<file path="src/rtl/instr_fetch_if.sv">
// Fetch-unit bus bundle: memory read handshake, decoded-instruction hand-off
// to the execute stage, and the PC redirect path.
interface instr_fetch_if;
  logic [15:0] mem_addr;
  logic        mem_rd;
  logic        mem_ready;
  logic [7:0]  mem_data;
  logic [7:0]  opcode;
  logic [7:0]  operand_lo;
  logic [7:0]  operand_hi;
  logic [1:0]  instr_len;
  logic        instr_valid;
  logic        instr_ack;
  logic        pc_load;
  logic [15:0] pc_load_value;
  logic [15:0] pc;

  modport master (
    output mem_addr, mem_rd, opcode, operand_lo, operand_hi, instr_valid, pc,
    input  mem_ready, mem_data, instr_len, instr_ack, pc_load, pc_load_value
  );

  modport slave (
    input  mem_addr, mem_rd, opcode, operand_lo, operand_hi, instr_valid, pc,
    output mem_ready, mem_data, instr_len, instr_ack, pc_load, pc_load_value
  );
endinterface

</file>
<file path="src/rtl/instr_fetch_unit.sv">
// 6502 front end: owns the PC, fetches opcode plus 0-2 operand bytes over a
// req/ready memory handshake and holds the bundle until execute acks it.
module instr_fetch_unit #(
  parameter logic [15:0] RESET_PC = 16'h0000
) (
  input  logic          clk,
  input  logic          reset,
  instr_fetch_if.master bus
);

  typedef enum logic [2:0] {
    S_OP    = 3'd0,
    S_DEC   = 3'd1,
    S_LO    = 3'd2,
    S_HI    = 3'd3,
    S_VALID = 3'd4
  } state_t;

  state_t      state;
  state_t      state_nx;
  logic [15:0] pc_q;
  logic [7:0]  opcode_q;
  logic [7:0]  operand_lo_q;
  logic [7:0]  operand_hi_q;
  logic        len3_q;
  logic        mem_rd_q;
  logic        instr_valid_q;
  logic        take;

  function automatic logic [15:0] pc_inc(input logic [15:0] p);
    return p + 16'd1;
  endfunction

  function automatic logic rd_state(input state_t s);
    return (s == S_OP) || (s == S_LO) || (s == S_HI);
  endfunction

  // A byte is only accepted while our own request is registered high; this
  // also keeps the first post-reset cycle (mem_rd still low) from consuming data.
  always_comb take = mem_rd_q && bus.mem_ready;

  always_comb begin
    state_nx = state;
    if (bus.pc_load) begin
      state_nx = S_OP;
    end else begin
      case (state)
        S_OP:    if (take) state_nx = S_DEC;
        S_DEC:   state_nx = bus.instr_len[1] ? S_LO : S_VALID;
        S_LO:    if (take) state_nx = len3_q ? S_HI : S_VALID;
        S_HI:    if (take) state_nx = S_VALID;
        S_VALID: if (bus.instr_ack) state_nx = S_OP;
        default: state_nx = S_OP;
      endcase
    end
  end

  // Control: state plus the registered request/valid strobes derived from it.
  always_ff @(posedge clk or posedge reset) begin
    if (reset) begin
      state         <= S_OP;
      mem_rd_q      <= 1'b0;
      instr_valid_q <= 1'b0;
    end else begin
      state         <= state_nx;
      mem_rd_q      <= rd_state(state_nx);
      instr_valid_q <= (state_nx == S_VALID);
    end
  end

  // Datapath: PC and instruction bundle; a redirect leaves the bundle untouched.
  always_ff @(posedge clk or posedge reset) begin
    if (reset) begin
      pc_q         <= RESET_PC;
      opcode_q     <= 8'h00;
      operand_lo_q <= 8'h00;
      operand_hi_q <= 8'h00;
      len3_q       <= 1'b0;
    end else if (bus.pc_load) begin
      pc_q <= bus.pc_load_value;
    end else begin
      case (state)
        S_OP: begin
          if (take) begin
            opcode_q     <= bus.mem_data;
            operand_lo_q <= 8'h00;
            operand_hi_q <= 8'h00;
            pc_q         <= pc_inc(pc_q);
          end
        end
        S_DEC: len3_q <= (bus.instr_len == 2'd3);
        S_LO: begin
          if (take) begin
            operand_lo_q <= bus.mem_data;
            pc_q         <= pc_inc(pc_q);
          end
        end
        S_HI: begin
          if (take) begin
            operand_hi_q <= bus.mem_data;
            pc_q         <= pc_inc(pc_q);
          end
        end
        default: ;
      endcase
    end
  end

  assign bus.mem_addr    = pc_q;
  assign bus.mem_rd      = mem_rd_q;
  assign bus.opcode      = opcode_q;
  assign bus.operand_lo  = operand_lo_q;
  assign bus.operand_hi  = operand_hi_q;
  assign bus.instr_valid = instr_valid_q;
  assign bus.pc          = pc_q;

endmodule

</file>
<file path="src/flat_wrapper.sv">
// flat-port wrapper written by rule: the top's interface ports become plain ports
module instr_fetch_unit_flat 
#(
  parameter logic [15:0] RESET_PC = 16'h0000
)
  (clk, reset, bus_mem_addr, bus_mem_rd, bus_opcode, bus_operand_lo, bus_operand_hi, bus_instr_valid, bus_pc, bus_mem_ready, bus_mem_data, bus_instr_len, bus_instr_ack, bus_pc_load, bus_pc_load_value);
  instr_fetch_if bus_i ();
  input  logic clk;
  input  logic reset;
  output wire logic [$bits(bus_i.mem_addr)-1:0] bus_mem_addr;
  output wire logic [$bits(bus_i.mem_rd)-1:0] bus_mem_rd;
  output wire logic [$bits(bus_i.opcode)-1:0] bus_opcode;
  output wire logic [$bits(bus_i.operand_lo)-1:0] bus_operand_lo;
  output wire logic [$bits(bus_i.operand_hi)-1:0] bus_operand_hi;
  output wire logic [$bits(bus_i.instr_valid)-1:0] bus_instr_valid;
  output wire logic [$bits(bus_i.pc)-1:0] bus_pc;
  input wire logic [$bits(bus_i.mem_ready)-1:0] bus_mem_ready;
  input wire logic [$bits(bus_i.mem_data)-1:0] bus_mem_data;
  input wire logic [$bits(bus_i.instr_len)-1:0] bus_instr_len;
  input wire logic [$bits(bus_i.instr_ack)-1:0] bus_instr_ack;
  input wire logic [$bits(bus_i.pc_load)-1:0] bus_pc_load;
  input wire logic [$bits(bus_i.pc_load_value)-1:0] bus_pc_load_value;
  assign bus_mem_addr = bus_i.mem_addr;
  assign bus_mem_rd = bus_i.mem_rd;
  assign bus_opcode = bus_i.opcode;
  assign bus_operand_lo = bus_i.operand_lo;
  assign bus_operand_hi = bus_i.operand_hi;
  assign bus_instr_valid = bus_i.instr_valid;
  assign bus_pc = bus_i.pc;
  assign bus_i.mem_ready = bus_mem_ready;
  assign bus_i.mem_data = bus_mem_data;
  assign bus_i.instr_len = bus_instr_len;
  assign bus_i.instr_ack = bus_instr_ack;
  assign bus_i.pc_load = bus_pc_load;
  assign bus_i.pc_load_value = bus_pc_load_value;
  instr_fetch_unit #(.RESET_PC(RESET_PC)) u_core (.clk(clk), .reset(reset), .bus(bus_i));
endmodule
</file>
<file path="config.mk">
export PLATFORM = sky130hd
export DESIGN_NAME = instr_fetch_unit_flat
export DESIGN_NICKNAME = d
export VERILOG_FILES = /design/src/rtl/instr_fetch_if.sv /design/src/rtl/instr_fetch_unit.sv /design/src/flat_wrapper.sv
export SDC_FILE = /design/constraint.sdc
export NUM_CORES = 1
export LEC_CHECK = 0
export CORE_ASPECT_RATIO = 0.6
export CORE_MARGIN = 2
export CORE_UTILIZATION = 40
export CTS_CLUSTER_SIZE = 40
export DETAILED_ROUTE_END_ITERATION = 12
export GPL_ROUTABILITY_DRIVEN = 0
export HOLD_SLACK_MARGIN = 0.08
export PLACE_DENSITY_LB_ADDON = 0.08
export SLEW_MARGIN = 15
export SYNTH_ARGS = -nofsm -noshare
export SYNTH_HDL_FRONTEND = slang
export SYNTH_SLANG_ARGS = --single-unit
</file>
<file path="constraint.sdc">
create_clock -name clk -period 1.9 [get_ports clk]
set_clock_uncertainty 0.05 [all_clocks]
set_input_delay 0.19 -clock clk [delete_from_list [all_inputs] [get_ports clk]]
set_output_delay 0.19 -clock clk [all_outputs]
set_load 0.02 [all_outputs]
</file>
==> results of run 1 <==
[worst max-delay path: stages (launching register included)]
cell and delay, ns:
dfrtp_1 0.40, ha_2 0.22, and3_2 0.22, nand4_4 0.15
or4_1 0.49, a31oi_1 0.17
[worst paths after layout]
| check | start | end | slack [ns] | depth (start not counted) |
|---|---|---|---|---|
| setup / recovery | u_core.bus.mem_addr[1] | u_core.bus.mem_addr[12] | 0.12 | 5 |
| max in group asynchronous | reset | u_core.bus.opcode[5] | 1.10 | 3 |
| setup reg to reg | u_core.bus.mem_addr[1] | u_core.bus.mem_addr[12] | 0.12 | 5 |
| min in group clk | bus_pc_load_value[11] | u_core.bus.mem_addr[11] | 0.39 | 3 |
| hold reg to reg | u_core.bus.operand_lo[0] | u_core.bus.operand_lo[0] | 0.43 | 2 |
| hold / removal | reset | u_core.state[1] | 0.19 | 2 |
[kinds of logic after synthesis]
kind of cell	share of synthesized area (%)
compound gates	13.7
xor+xnor	1.45
fa+ha+maj	0.519
buf+inv	8.82
flops	47.7
mux	5.39
simple gates	22.4
[power groups by stage]
stage	combinational [W]	clock [W]	sequential, W
floorplan	0.000450	0	0.00138
finish	0.00108	0.000728	0.00123
global placement	0.00106	0	0.00124
global route	0.00115	0.000791	0.00125
CTS	0.00108	0.000747	0.00122
detailed placement	0.00108	0	0.00124
[registers in the layout, summed over array words and instances, names as in the netlist]
signal and count:
u_core.bus.mem_addr 16, u_core.bus.mem_rd 1, u_core.len3_q 1, u_core.bus.opcode 8, u_core.bus.operand_lo 8, u_core.state 3, u_core.bus.operand_hi 8, u_core.bus.instr_valid 1
[layer usage]
metal / vias up / track usage (%) / wire [um]
met5: - / 0 / 0
met1: 1018 / 33.5 / 3460
met2: 91 / 28.5 / 2590
met3: 2 / 4.29 / 458
li1: 1060 / - / -
met4: 0 / 5.57 / 21
[through the flow]
| step | instances | TNS [ns] | hold slack, ns |
|---|---|---|---|
| finish | 417 | 0 | 0.192 |
| global route | 417 | 0 | 0.254 |
| CTS | 417 | 0 | 0.204 |
| detailed placement | 409 | -0.868 | 0.419 |
| global placement | 409 | -0.206 | 0.410 |
| floorplan | 249 | 0 | 0.260 |
[timing repair]
item | 4_1_cts | 5_1_grt
resized for setup | 0 | 3
hold buffers | 0 | 0
setup endpoints to repair | 0 | 4
[cells in the mapped netlist, types with 2 or more instances]
| master | instances | area share, % |
|---|---|---|
| a31oi_1 | 8 | 2.1 |
| and4_1 | 2 | 0.73 |
| a22oi_1 | 3 | 0.93 |
| a221oi_1 | 2 | 0.73 |
| o211ai_1 | 3 | 0.93 |
| buf_6 | 2 | 0.93 |
| nand4_1 | 4 | 1.0 |
| o31ai_1 | 7 | 2.2 |
| and3_1 | 4 | 1.0 |
| inv_1 | 5 | 0.78 |
| buf_4 | 17 | 5.3 |
| nor4_1 | 2 | 0.52 |
| or4_1 | 10 | 3.1 |
| nand2_1 | 46 | 7.2 |
| clkbuf_1 | 9 | 1.4 |
| xnor2_1 | 3 | 1.1 |
| mux2_4 | 8 | 5.0 |
| nor2_1 | 8 | 1.2 |
| o21ai_0 | 22 | 4.6 |
| dfrtp_1 | 46 | 48 |
| nand4_2 | 2 | 1.0 |
| nor3_1 | 5 | 1.0 |
| nor2b_1 | 2 | 0.52 |
| nand3_1 | 10 | 2.1 |
| o311ai_0 | 2 | 0.73 |
[cell type report]
type                       count  area (um^2)
clock buffer                   6         72.6
clock inverter                 2         37.5
fill                         504         2190
inverter                       5         18.8
multi-input combinational    168         1060
sequential                    46         1150
tap                           80          100
timing repair buffer         110         1070
==> flow_summary_export.csv, run 1 <==
group,metric,value,unit
die,die_w,104,um
die,boundaryPins,89,
clock_tree,cts_sinks,46,
sta,setup_viol,0,
place,port_buffers,88,
place,dpl_cell_area,0.00339,mm^2
power_and_ir_drop,switching_share,32.1,%
finish,syn2layout_area_growth,45.6,%
clock_tree,cts_made_buffers,5,
finish,drive_gt1_share,13.6,%
finish,layout_common_cells,"clkdlybuf4s50_1 (88), nand2_1 (46), dfrtp_1 (46)",
clock_tree,clkLatencyLatePin,0.29,ns
setup_path,critical_path_class,"reg -> reg",
synthesis,synth-edff-count,0,
hold_path,hp-class,"in -> async",
setup_path,crit_path_max_fanout,8,
sta,min_period,1.78,ns
sta,worstMarginPinSlew,0.506,ns
power_and_ir_drop,power.density,864,mW/mm^2
synthesis,postSynthAreaPerCell,9.69,um^2
synthesis,syn-num-nets,281,
die,core,0.00570,mm^2
drt,post_drt_via_cell_ratio,5.21,
finish,diodes,0,
drt,drtAntennaViolNets,0,
sta,hold_viol_final,0,
finish,final_common_cell,"clkdlybuf4s50_1",
power_and_ir_drop,total_power,0.00303,W
sta,finalCritPeriodShare,93.9,%
clock_tree,cts_root_buf,"clkbuf_8",
flow_run,maxCapViolCount,0,
synthesis,yosysWarnings,0,
synthesis,ys_seq_area_share,47.7,%
drt,wl,6530,um
synthesis,synth_top_flop_cell,"dfrtp_1",
power_and_ir_drop,pwr-share-comb,35.6,%
die,die_h,64.2,um
clock_tree,tritoncts,"yes",
power_and_ir_drop,power_switching,0.000973,W
global_route,antenna_found_initial,0,
sta,setup_ws,0.116,ns
die,initial_core_util,42.3,%
setup_path,crit_required,2.07,ns
setup_path,cp.arrival,1.96,ns
power_and_ir_drop,intPower,0.00206,W
synthesis,synth_seq_cells,46,
synthesis,synthCells,249,
setup_path,critPathCaptureType,"register",
clock_tree,post_cts.repair.setup_buffers,0,
die,die_area,0.00669,mm^2
synthesis,syn_area,0.00241,mm^2
synthesis,synth_cell_types,42,
finish,fin_area,0.00351,mm^2
drt,drc,0,
power_and_ir_drop,p_clk_share,24.0,%
sta,max-slew-margin-rel,66.2,%
drt,wire_per_inst,15.7,um
global_route,grt_max_degree,27,
clock_tree,clockBufferDepth,2,
die,row_count,21,
global_route,grtUsageTotal,21.1,%
global_route,grt-ovfl-total,0,
sta,fmax,0.561,GHz
setup_path,cp-start-kind,"register",
clock_tree,h-tree-depth,2,
global_route,grt_pass1_wl,11000,um
drt,drt_iter0_drc,97,
clock_tree,clkSlewWorstSetupHoldPaths,0.09,ns
global_route,grt_pass1_vias,2072,
power_and_ir_drop,p_leak,1.41,nW
synthesis,ys_async_sr_fraction,100,%
power_and_ir_drop,vdd_drop_max,0.403,mV
sta,finalMaxSlewViolations,0,
run_status,status,"complete, no violations",
drt,num_vias,2171,
place,post-place-ws,-0.0940,ns
finish,fin_util,61.6,%
place,dp_hpwl,4990,um
power_and_ir_drop,p_seq_share,40.4,%
sta,grt_setup_unrepaired,"false",
drt,firstDrtPassIters,4,
finish,num-nets-final,368,
No activity file was read; power rests on OpenSTA's default activity.
==> run 2: changes to the inputs <==
--- a/config.mk
+++ b/config.mk
@@ -11,8 +11,7 @@
 export CTS_CLUSTER_SIZE = 40
 export DETAILED_ROUTE_END_ITERATION = 12
 export GPL_ROUTABILITY_DRIVEN = 0
-export HOLD_SLACK_MARGIN = 0.08
-export PLACE_DENSITY_LB_ADDON = 0.08
+export PLACE_DENSITY = 0.76
 export SLEW_MARGIN = 15
 export SYNTH_ARGS = -nofsm -noshare
 export SYNTH_HDL_FRONTEND = slang
==> run 2 against run 1 <==
  * Fmax is 2.8% lower
  * Critical path type unchanged
  * Via count is 4.7% higher
  * Combinational power is essentially flat
  * Final cell count up 0.96%
  * Non-clock buffer count grew 5
  * Worst setup slack got worse by 0.052 ns
  * Clock power up 2%
  * Global-route usage fell by 0.45 points
  * Critical path depth stayed put
  * Sequential power is essentially flat
==> flow_summary_export.csv, run 2 (synthesis gave the netlist of run 1 again) <==
group,metric,value,unit
die,row_count,21,
global_route,grt_most_used_layer,"met1",
global_route,grtUsageTotal,20.6,%
finish,layout_common_cells,"clkdlybuf4s50_1 (88), nand2_1 (46), dfrtp_1 (46)",
die,die_area,0.00669,mm^2
power_and_ir_drop,p_seq_share,40.0,%
setup_path,max_stage_delay,0.52,ns
run_status,status,"complete, no violations",
finish,num-nets-final,373,
global_route,grt-ovfl-total,0,
setup_path,critical_path_class,"reg -> reg",
die,core,0.00570,mm^2
global_route,grt_pass1_vias,2086,
drt,wire_per_inst,16.1,um
sta,fin_hold_ws,0.193,ns
power_and_ir_drop,power_switching,0.000982,W
drt,num_vias,2272,
hold_path,hp-class,"in -> async",
power_and_ir_drop,intPower,0.00210,W
drt,drt_iter0_drc,111,
power_and_ir_drop,power.density,869,mW/mm^2
sta,finalCritPeriodShare,96.6,%
place,dp_hpwl,5060,um
setup_path,critical-path-top-delay-family,"simple AND/OR/NAND/NOR gates",
die,boundaryPins,89,
clock_tree,cts_made_buffers,5,
global_route,grt_max_degree,47,
drt,firstDrtPassIters,5,
place,port_buffers,88,
global_route,grt.met1_usage,32.1,%
setup_path,cp-start-kind,"register",
power_and_ir_drop,p_clk_share,24.2,%
sta,fmax,0.545,GHz
drt,post_drt_via_cell_ratio,5.40,
clock_tree,post_cts.repair.setup_buffers,0,
finish,drive_gt1_share,14.4,%
power_and_ir_drop,switching_share,31.9,%
global_route,met2_usage,29.4,%
clock_tree,cts_sinks,46,
finish,n_fill_cell,479,
die,initial_core_util,42.3,%
clock_tree,clkLatencyLatePin,0.29,ns
sta,max-slew-margin-rel,69.6,%
power_and_ir_drop,vdd_drop_max,0.373,mV
setup_path,crit_path_max_fanout,8,
sta,setup_viol,0,
drt,drtAntennaViolNets,0,
setup_path,path_cells,"ha_1, and3_4, nand4_4, or4_1, a31oi_1",
sta,finalMaxSlewViolations,0,
sta,min_period,1.84,ns
drt,wl,6780,um
flow_run,maxCapViolCount,0,
finish,register_area,0.00115,mm^2
global_route,antenna_found_initial,0,
sta,hold_viol_final,0,
sta,worstMarginPinSlew,0.453,ns
die,die_w,104,um
setup_path,critPathCaptureType,"register",
finish,finalNonFillerCells,421,
finish,largest_reg_flops,16,
clock_tree,clockBufferDepth,2,
setup_path,path_buf_inv,0,
setup_path,crit_required,2.07,ns
finish,multi_input_area,0.00106,mm^2
clock_tree,clkSlewWorstSetupHoldPaths,0.09,ns
power_and_ir_drop,pwr-share-comb,35.8,%
clock_tree,cts_root_buf,"clkbuf_8",
finish,diodes,0,
setup_path,cp.arrival,2.01,ns
clock_tree,tritoncts,"yes",
finish,syn2layout_area_growth,46.8,%
drt,drc,0,
finish,final_common_cell,"clkdlybuf4s50_1",
clock_tree,h-tree-depth,2,
die,die_h,64.2,um
place,post-place-cells,414,
setup_path,crit_slowest_cell,"or4_1",
power_and_ir_drop,p_leak,1.43,nW
global_route,grt_pass1_wl,10900,um
global_route,use_met3,3.98,%
run 2: cell count changes in the layout (fill, tap and decap cells not counted), sizes merged:
| cell | previous run | this run |
|---|---|---|
| buf | 22 | 27 |
| clkinvlp | 1 | 0 |
| inv | 5 | 4 |
| clkinv | 0 | 1 |
run 2: worst paths after layout:
check                                         start                        to  slack (ns)  cells after the start
setup / recovery             u_core.bus.mem_addr[0]   u_core.bus.mem_addr[14]        0.06                      5
hold / removal                                reset    u_core.bus.mem_addr[0]        0.19                      3
setup reg to reg             u_core.bus.mem_addr[0]   u_core.bus.mem_addr[14]        0.06                      5
hold reg to reg            u_core.bus.operand_hi[3]  u_core.bus.operand_hi[3]        0.44                      2
max in group asynchronous                     reset           u_core.state[0]        1.39                      3
min in group clk              bus_pc_load_value[13]   u_core.bus.mem_addr[13]        0.40                      3
run 2: per-layer routing:
layer | routed length (um) | vias up
met5 | 0 | -
met4 | 51 | 0
met3 | 464 | 8
met2 | 2960 | 95
met1 | 3310 | 1098
li1 | - | 1071
run 2: cell type report:
| class | count | area share (%) |
|---|---|---|
| Clock buffer | 6 | 2.33 |
| Clock inverter | 1 | 0.848 |
| Inverter | 5 | 0.530 |
| Multi-Input combinational cell | 168 | 30.0 |
| Sequential cell | 46 | 32.5 |
| Tap cell | 80 | 2.83 |
| Timing Repair Buffer | 115 | 31.0 |
run 2: repair_timing:
action                     in CTS  in global routing
hold buffers                    0                  0
gates resized for setup         0                  2
setup endpoints to repair       0                  4
run 2: power groups by stage:
stage	sequential, W	clock [W]	combinational (W)
2_1_floorplan	0.00138	0	0.000450
3_3_place_gp	0.00124	0	0.00107
3_5_place_dp	0.00124	0	0.00110
4_1_cts	0.00123	0.000754	0.00110
5_1_grt	0.00125	0.000794	0.00117
6_report	0.00123	0.000746	0.00110
run 2: metrics by stage:
step	power (W)	setup WS, ns	TNS (ns)	area [um^2]	util, %
CTS	0.00309	0.0135	0	3530	61.9
floorplan	0.00183	0.0221	0	2410	-
detailed placement	0.00234	-0.155	-1.34	3410	59.9
global placement	0.00231	-0.0645	-0.793	3410	59.9
global route	0.00321	-0.00360	-0.00360	3540	62.1
finish	0.00308	0.0643	0	3540	62.1
run 2: worst register-to-register path: cells and delay by family, from the launching register on:
kind	cells	cell delay [ns]
fa+ha+maj	1	0.22
flops	1	0.41
compound gates	1	0.18
simple gates	3	0.91
